===== src/rtl/riscof_periph_pkg.sv =====
// Shared definitions for the RISCOF OBI pseudo-peripheral: register offsets,
// status magic values and the response-pipe entry type.
package riscof_periph_pkg;

  localparam int unsigned DATA_W = 32;

  localparam logic [7:0] STDOUT_OFS = 8'h00;
  localparam logic [7:0] EXIT_OFS   = 8'h40;
  localparam logic [7:0] STATUS_OFS = 8'h44;
  localparam logic [7:0] CYCLE_OFS  = 8'h48;

  localparam logic [DATA_W-1:0] PASS_MAGIC = 32'd123456789;
  localparam logic [DATA_W-1:0] FAIL_MAGIC = 32'd1;

  typedef struct packed {
    logic              valid;
    logic [DATA_W-1:0] rdata;
  } resp_t;

endpackage


===== src/rtl/riscof_byte_fifo.sv =====
// Byte FIFO for one stdout channel; accepts a push while full if a pop
// happens in the same cycle, no bypass from push to head.
module riscof_byte_fifo #(
  parameter int unsigned DEPTH = 8
) (
  input  logic                     clk_i,
  input  logic                     rst_i,
  input  logic                     push_i,
  input  logic [7:0]               data_i,
  input  logic                     pop_i,
  output logic                     full_o,
  output logic                     empty_o,
  output logic [$clog2(DEPTH):0]   level_o,
  output logic [7:0]               head_o
);

  localparam int unsigned AW = $clog2(DEPTH);
  localparam int unsigned CW = AW + 1;

  logic [7:0]    mem [DEPTH];
  logic [AW-1:0] wr_ptr;
  logic [AW-1:0] rd_ptr;
  logic [CW-1:0] count;
  logic          do_push;
  logic          do_pop;

  assign empty_o = (count == '0);
  assign full_o  = (count == CW'(DEPTH));
  assign do_pop  = pop_i && !empty_o;
  assign do_push = push_i && (!full_o || do_pop);
  assign level_o = count;
  assign head_o  = mem[rd_ptr];

  always_ff @(posedge clk_i) begin
    if (rst_i) begin
      wr_ptr <= '0;
      rd_ptr <= '0;
      count  <= '0;
    end else begin
      if (do_push) wr_ptr <= wr_ptr + AW'(1);
      if (do_pop)  rd_ptr <= rd_ptr + AW'(1);
      count <= count + CW'(do_push) - CW'(do_pop);
    end
  end

  // Storage needs no reset; the level gates visibility of stale bytes.
  always_ff @(posedge clk_i) begin
    if (do_push) mem[wr_ptr] <= data_i;
  end

endmodule


===== src/rtl/riscof_obi_periph.sv =====
// RISCOF bench pseudo-peripheral on the data OBI port: buffered multi-channel
// stdout, exit/pass/fail registers, a cycle counter and a watchdog.
module riscof_obi_periph
  import riscof_periph_pkg::*;
#(
  parameter int unsigned NUM_CHANNELS   = 2,
  parameter int unsigned FIFO_DEPTH     = 8,
  parameter int unsigned RVALID_LATENCY = 1,
  parameter logic [31:0] BASE_ADDR      = 32'h1000_0000,
  parameter int unsigned TIMEOUT_CYCLES = 0,
  parameter logic [31:0] TIMEOUT_CODE   = 32'hDEAD_0001
) (
  input  logic                      clk_i,
  input  logic                      rst_i,
  input  logic                      req_i,
  output logic                      gnt_o,
  input  logic [31:0]               addr_i,
  input  logic                      we_i,
  input  logic [3:0]                be_i,
  input  logic [31:0]               wdata_i,
  output logic                      rvalid_o,
  output logic [31:0]               rdata_o,
  output logic [NUM_CHANNELS-1:0]   char_valid_o,
  output logic [8*NUM_CHANNELS-1:0] char_data_o,
  input  logic [NUM_CHANNELS-1:0]   char_ready_i,
  output logic                      exit_valid_o,
  output logic [31:0]               exit_value_o,
  output logic                      tests_passed_o,
  output logic                      tests_failed_o,
  output logic                      timeout_o,
  output logic                      decode_err_o
);

  localparam int unsigned LW = $clog2(FIFO_DEPTH) + 1;

  logic                    hit;
  logic [7:0]              ofs;
  logic [NUM_CHANNELS-1:0] sel_ch, full, empty, pop, push;
  logic [LW-1:0]           level [NUM_CHANNELS];
  logic [7:0]              head  [NUM_CHANNELS];
  logic                    is_exit, is_status, is_cycle, mapped;
  logic                    stall, gnt, exit_wr, status_wr;
  logic                    wd_en, wd_fire;
  logic [31:0]             wd_cnt, cycle_cnt, rd_mux;
  resp_t                   pipe [RVALID_LATENCY];
  logic                    unused_bits;

  assign unused_bits = ^{addr_i[1:0], be_i[3:1]};

  assign hit       = (addr_i[31:8] == BASE_ADDR[31:8]);
  assign ofs       = {addr_i[7:2], 2'b00};
  assign is_exit   = (ofs == EXIT_OFS);
  assign is_status = (ofs == STATUS_OFS);
  assign is_cycle  = (ofs == CYCLE_OFS);
  assign mapped    = (|sel_ch) || is_exit || is_status || is_cycle;

  // Only a write into a full, non-draining channel may hold off the grant.
  assign stall        = we_i && |(sel_ch & full & ~pop);
  assign gnt          = !rst_i && req_i && hit && !stall;
  assign gnt_o        = gnt;
  assign decode_err_o = gnt && !mapped;
  assign exit_wr      = gnt && we_i && is_exit;
  assign status_wr    = gnt && we_i && is_status;

  for (genvar c = 0; c < NUM_CHANNELS; c++) begin : g_ch
    assign sel_ch[c]           = (ofs == STDOUT_OFS + 8'(4 * c));
    assign pop[c]              = !empty[c] && char_ready_i[c];
    assign push[c]             = gnt && we_i && be_i[0] && sel_ch[c];
    assign char_valid_o[c]     = !empty[c];
    assign char_data_o[8*c +: 8] = empty[c] ? 8'h00 : head[c];

    riscof_byte_fifo #(.DEPTH(FIFO_DEPTH)) u_fifo (
      .clk_i   (clk_i),
      .rst_i   (rst_i),
      .push_i  (push[c]),
      .data_i  (wdata_i[7:0]),
      .pop_i   (pop[c]),
      .full_o  (full[c]),
      .empty_o (empty[c]),
      .level_o (level[c]),
      .head_o  (head[c])
    );
  end

  always_comb begin
    rd_mux = '0;
    for (int c = 0; c < NUM_CHANNELS; c++) begin
      if (sel_ch[c]) rd_mux = 32'(level[c]);
    end
    if (is_exit)   rd_mux = exit_value_o;
    if (is_status) rd_mux = {29'b0, timeout_o, tests_failed_o, tests_passed_o};
    if (is_cycle)  rd_mux = cycle_cnt;
  end

  // Response pipe: read data is captured at grant time.
  always_ff @(posedge clk_i) begin
    if (rst_i) begin
      for (int i = 0; i < RVALID_LATENCY; i++) pipe[i] <= '0;
    end else begin
      pipe[0] <= '{valid: gnt, rdata: (gnt && !we_i) ? rd_mux : 32'h0};
      for (int i = 1; i < RVALID_LATENCY; i++) pipe[i] <= pipe[i-1];
    end
  end

  assign rvalid_o = pipe[RVALID_LATENCY-1].valid;
  assign rdata_o  = pipe[RVALID_LATENCY-1].rdata;

  assign wd_en   = (TIMEOUT_CYCLES != 0) && !exit_valid_o;
  assign wd_fire = wd_en && (wd_cnt == 32'(TIMEOUT_CYCLES));

  always_ff @(posedge clk_i) begin
    if (rst_i) begin
      cycle_cnt <= '0;
      wd_cnt    <= '0;
    end else begin
      cycle_cnt <= cycle_cnt + 32'd1;
      if (wd_en) wd_cnt <= wd_cnt + 32'd1;
    end
  end

  // An EXIT write in the firing cycle takes precedence over the watchdog.
  always_ff @(posedge clk_i) begin
    if (rst_i) begin
      exit_valid_o   <= 1'b0;
      exit_value_o   <= '0;
      tests_passed_o <= 1'b0;
      tests_failed_o <= 1'b0;
      timeout_o      <= 1'b0;
    end else begin
      if (exit_wr) begin
        exit_valid_o <= 1'b1;
        exit_value_o <= wdata_i;
      end else if (wd_fire) begin
        exit_valid_o   <= 1'b1;
        exit_value_o   <= TIMEOUT_CODE;
        timeout_o      <= 1'b1;
        tests_failed_o <= 1'b1;
      end
      if (status_wr && wdata_i == PASS_MAGIC) tests_passed_o <= 1'b1;
      if (status_wr && wdata_i == FAIL_MAGIC) tests_failed_o <= 1'b1;
    end
  end

endmodule

===== config.mk =====
export PLATFORM = sky130hd
export DESIGN_NAME = riscof_obi_periph
export DESIGN_NICKNAME = d
export VERILOG_FILES = /design/src/rtl/riscof_periph_pkg.sv /design/src/rtl/riscof_byte_fifo.sv /design/src/rtl/riscof_obi_periph.sv
export SDC_FILE = /design/constraint.sdc
export NUM_CORES = 1
export LEC_CHECK = 0
export CAP_MARGIN = 10
export CELL_PAD_IN_SITES_DETAIL_PLACEMENT = 1
export CELL_PAD_IN_SITES_GLOBAL_PLACEMENT = 1
export CORE_ASPECT_RATIO = 0.8
export CORE_MARGIN = 1
export CORE_UTILIZATION = 40
export CTS_CLUSTER_DIAMETER = 30
export DETAILED_ROUTE_END_ITERATION = 8
export PLACE_DENSITY = 0.8
export SLEW_MARGIN = 20
export SYNTH_ARGS = -nofsm -noshare
export SYNTH_HDL_FRONTEND = slang
export SYNTH_SLANG_ARGS = --single-unit

===== constraint.sdc =====
create_clock -name clk_i -period 4.3 [get_ports clk_i]
set_clock_uncertainty 0.05 [all_clocks]
set_input_delay 0.645 -clock clk_i [delete_from_list [all_inputs] [get_ports clk_i]]
set_output_delay 0.645 -clock clk_i [all_outputs]
set_load 0.02 [all_outputs]

==> out/results.txt <==
Footprint of the multi-input gates -> 0.00414 mm^2
Routed length per instance -> 23.5 um
Row count -> 53
Die extent in y -> 149 um
Final period util -> 0.880
Met1 Track Usage GR -> 0.330
Num CTS Buffers -> 48
Worst-Margin Slew -> 0.821 ns
Setup crit start -> addr_i[8]
Routed via count -> 8,311
CTS HTree Levels -> 2
Area leader, netlist -> edfxtp_1
Die Wd -> 186 um
CP arrival -> 3.09 ns
Final Max Tran Viols -> 0
Post-synth EDFFs -> 128
Clk sink count -> 254
Largest net degree at the start of global routing -> 73
Worst path cell trace -> clkdlybuf4s50_1 > nor4_1 > and4_1 > nand2_1 > a211oi_1 > clkdlybuf4s50_1
Share of cells above drive strength 1 -> 0.154
Class of the worst hold path -> reg -> reg
Placed Cells -> 1,359
Cell Area, Synth -> 0.0109 mm^2
Crit end category -> output port
Total negative slack -> 0 ns
Vias per cell -> 5.74
M3 GR Usage -> 0.0562
FILL cells -> 2,662
Largest stage delay on the critical path -> 0.71 ns
Hold Vio Cnt, Final -> 0
Syn_nets -> 969
Max-Cap Viols -> 0
Final setup violation count -> 0
Power Total -> 8.12 mW
Clock root buffer -> clkbuf_16
Pwr/cell area -> 557 mW/mm^2
Gate Count Post-Synth -> 876
DIE AREA -> 0.0278 mm^2
Seq pwr share -> 0.333
IO Port Bufs -> 156
Number of inserted diodes -> 0
DRC viols -> 0
Overflow after GRT -> 0
Yosys cell types -> 56
Crit path time final -> 3.78 ns
Met2 usage -> 0.411
CP Launch Type -> input port
Layout area overhead -> 34.3%
Antenna Violating Nets Remaining -> 0
Initial Util -> 0.411
Unrepaired setup endpoints after global routing -> no
Pint -> 5.95 mW
Sequential cell area -> 0.00637 mm^2
Hold-fix buffers, CTS -> 0
Post-cts resize count -> 0
GRT Overall Usage -> 0.252
# Post-CTS Setup Buffers -> 0
Combinational power share -> 0.181
Vias in the first global route -> 8,875
Nets -> 1,145
Setup ws final -> 0.517 ns
Rel. slew slack -> 0.452
Asr flop ratio synth -> 0
Synth Warn # -> 0
Clock Power Share -> 0.486
Worst-Skew Late Latency -> 0.55 ns
CP required -> 3.61 ns
DP HPWL -> 21,900 um
Busiest grt layer -> met2
Wirelength, routed -> 34,100 um
Dominant synthesized flop cell -> edfxtp_1
Top-area cell type share of the netlist area -> 0.354
Maximum clock frequency -> 264 MHz
Maximum vdd drop -> 0.361 mV
Initial DRC Count -> 647
Initial antenna violation count -> 0
First-pass GRT wire length -> 52,600 um
Switching pwr -> 2.16 mW
DP Worst Slack -> 0.487 ns
Slowest cell on crit path -> clkdlybuf4s50_1
Pleak -> 4.93 nW
Switching share of total power -> 0.266
Ports -> 163
Final Instance Count excl. Fillers -> 1,449
Clk buf depth -> 3
R2r startpoint -> g_ch[0].u_fifo.level_o[2]$_SDFF_PP0_
Most used cell, CP -> clkdlybuf4s50_1
Fin area -> 0.0146 mm^2
First-pass DRT Iterations -> 7
Status -> finished clean
CP Max Fanout -> 3
Register area share after synthesis -> 0.586
TritonCTS clock tree -> yes
Hold Crit Start -> cycle_cnt[0]$_SDFF_PP0_
Core ar. -> 0.0265 mm^2
Kind of critical path -> in -> out
Mean Syn Cell Area -> 12.4 um^2
Top post-synthesis cells by area -> edfxtp_1 35%, dfxtp_1 23%, mux4_2 6.6%
Yosys reg bits -> 254
Gpl congestion -> 0.815
Clock transition at the registers of the reported paths -> 0.05 ns
Placement Cell Area -> 0.0129 mm^2
logic make-up (layout without fill, tap and decap cells):
logic type | Yosys count | in the layout | synth area share
buf+inv | 89 | 305 | 0.0331
other cells | 1 | 1 | 0.000345
flops | 254 | 254 | 0.586
compound gates | 122 | 122 | 0.0723
xor+xnor | 19 | 19 | 0.0153
simple gates | 285 | 285 | 0.152
mux | 87 | 87 | 0.118
fa+ha+maj | 19 | 19 | 0.0233
power by group through the flow:
stage / Combinational (mW) / Clock [mW] / Sequential, mW
final: 1.47 / 3.95 / 2.70
after global routing: 1.58 / 4.08 / 2.71
after CTS: 1.48 / 3.99 / 2.70
after detailed placement: 1.45 / 0 / 2.75
after global placement: 1.38 / 0 / 2.74
after floorplan: 0.934 / 0 / 2.69
sequential cells by signal, summed over array words and instances (netlist names), named ones only:
register,count
g_ch.u_fifo.wr_ptr,6
g_ch.u_fifo.rd_ptr,6
cycle_cnt,32
exit_valid_o,1
tests_failed_o,1
exit_value_o,32
pipe,33
g_ch.u_fifo.mem,128
g_ch.u_fifo.level_o,8
tests_passed_o,1
stage by stage:
stage / util / hold WS [ns]
after floorplan: - / 0.387
after global placement: 0.486 / 0.416
after detailed placement: 0.486 / 0.423
after CTS: 0.551 / 0.434
after global routing: 0.551 / 0.455
final: 0.551 / 0.435
critical path, delay by kind of cell:
family | cells | cell delay, ns
buffers and inverters | 2 | 1.10
and+or+nand+nor | 3 | 0.98
AOI/OAI and AO/OA | 1 | 0.35
cell usage after synthesis (all sizes together) (7+ instances only):
library cell,number
dfxtp,126
edfxtp,128
and4,8
inv,23
buf,20
nor3,10
xor2,12
nand3,21
clkbuf,46
ha,17
or4,16
nor2,81
xnor2,7
mux4,32
nor4,19
nand2b,13
nor2b,19
and3,7
mux2i,50
nand2,16
a21oi,53
nor4b,12
nand4,48
o31ai,42
placed cells by master, fill, tap and decap left out, types with 6 or more instances in the layout:
cell / n
clkdlybuf4s50_1: 154
edfxtp_1: 128
dfxtp_1: 126
nor2_1: 81
a21oi_1: 53
mux2i_1: 50
clkbuf_16: 48
nand4_1: 47
o31ai_1: 42
buf_4: 37
mux4_2: 32
inv_1: 23
nand3_1: 20
nor2b_1: 19
nor4_1: 19
ha_1: 17
nand2_1: 16
or4_1: 15
nand2b_1: 13
xor2_1: 12
nor3_1: 10
clkbuf_8: 9
and4_1: 8
xnor2_1: 7
and3_1: 7
nor4b_1: 7
clkinv_4: 7
bufinv_16: 7
clkbuf_1: 6
metal layers:
metal  vias up  part of all wire
met5         -                 0
li1       3704                 -
met4         0             0.028
met1      4184              0.42
met3        63             0.072
met2       360              0.48
worst paths after layout:
kind,to,slack [ns],cells after the start
setup / recovery,decode_err_o,0.52,6
hold / removal,cycle_cnt[0]$_SDFF_PP0_,0.43,1
setup reg to reg,g_ch[0].u_fifo.level_o[2]$_SDFF_PP0_,1.24,12
hold reg to reg,cycle_cnt[0]$_SDFF_PP0_,0.43,1
layout make-up:
class,instances,area share
Clock buffer,63,0.0924
Inverter,23,0.00592
Timing Repair Buffer,192,0.125
Sequential cell,254,0.436
Multi-Input combinational cell,533,0.284
Clock inverter,27,0.0257
Tap cell,357,0.0306
No activity file was read; power rests on OpenSTA's default activity.
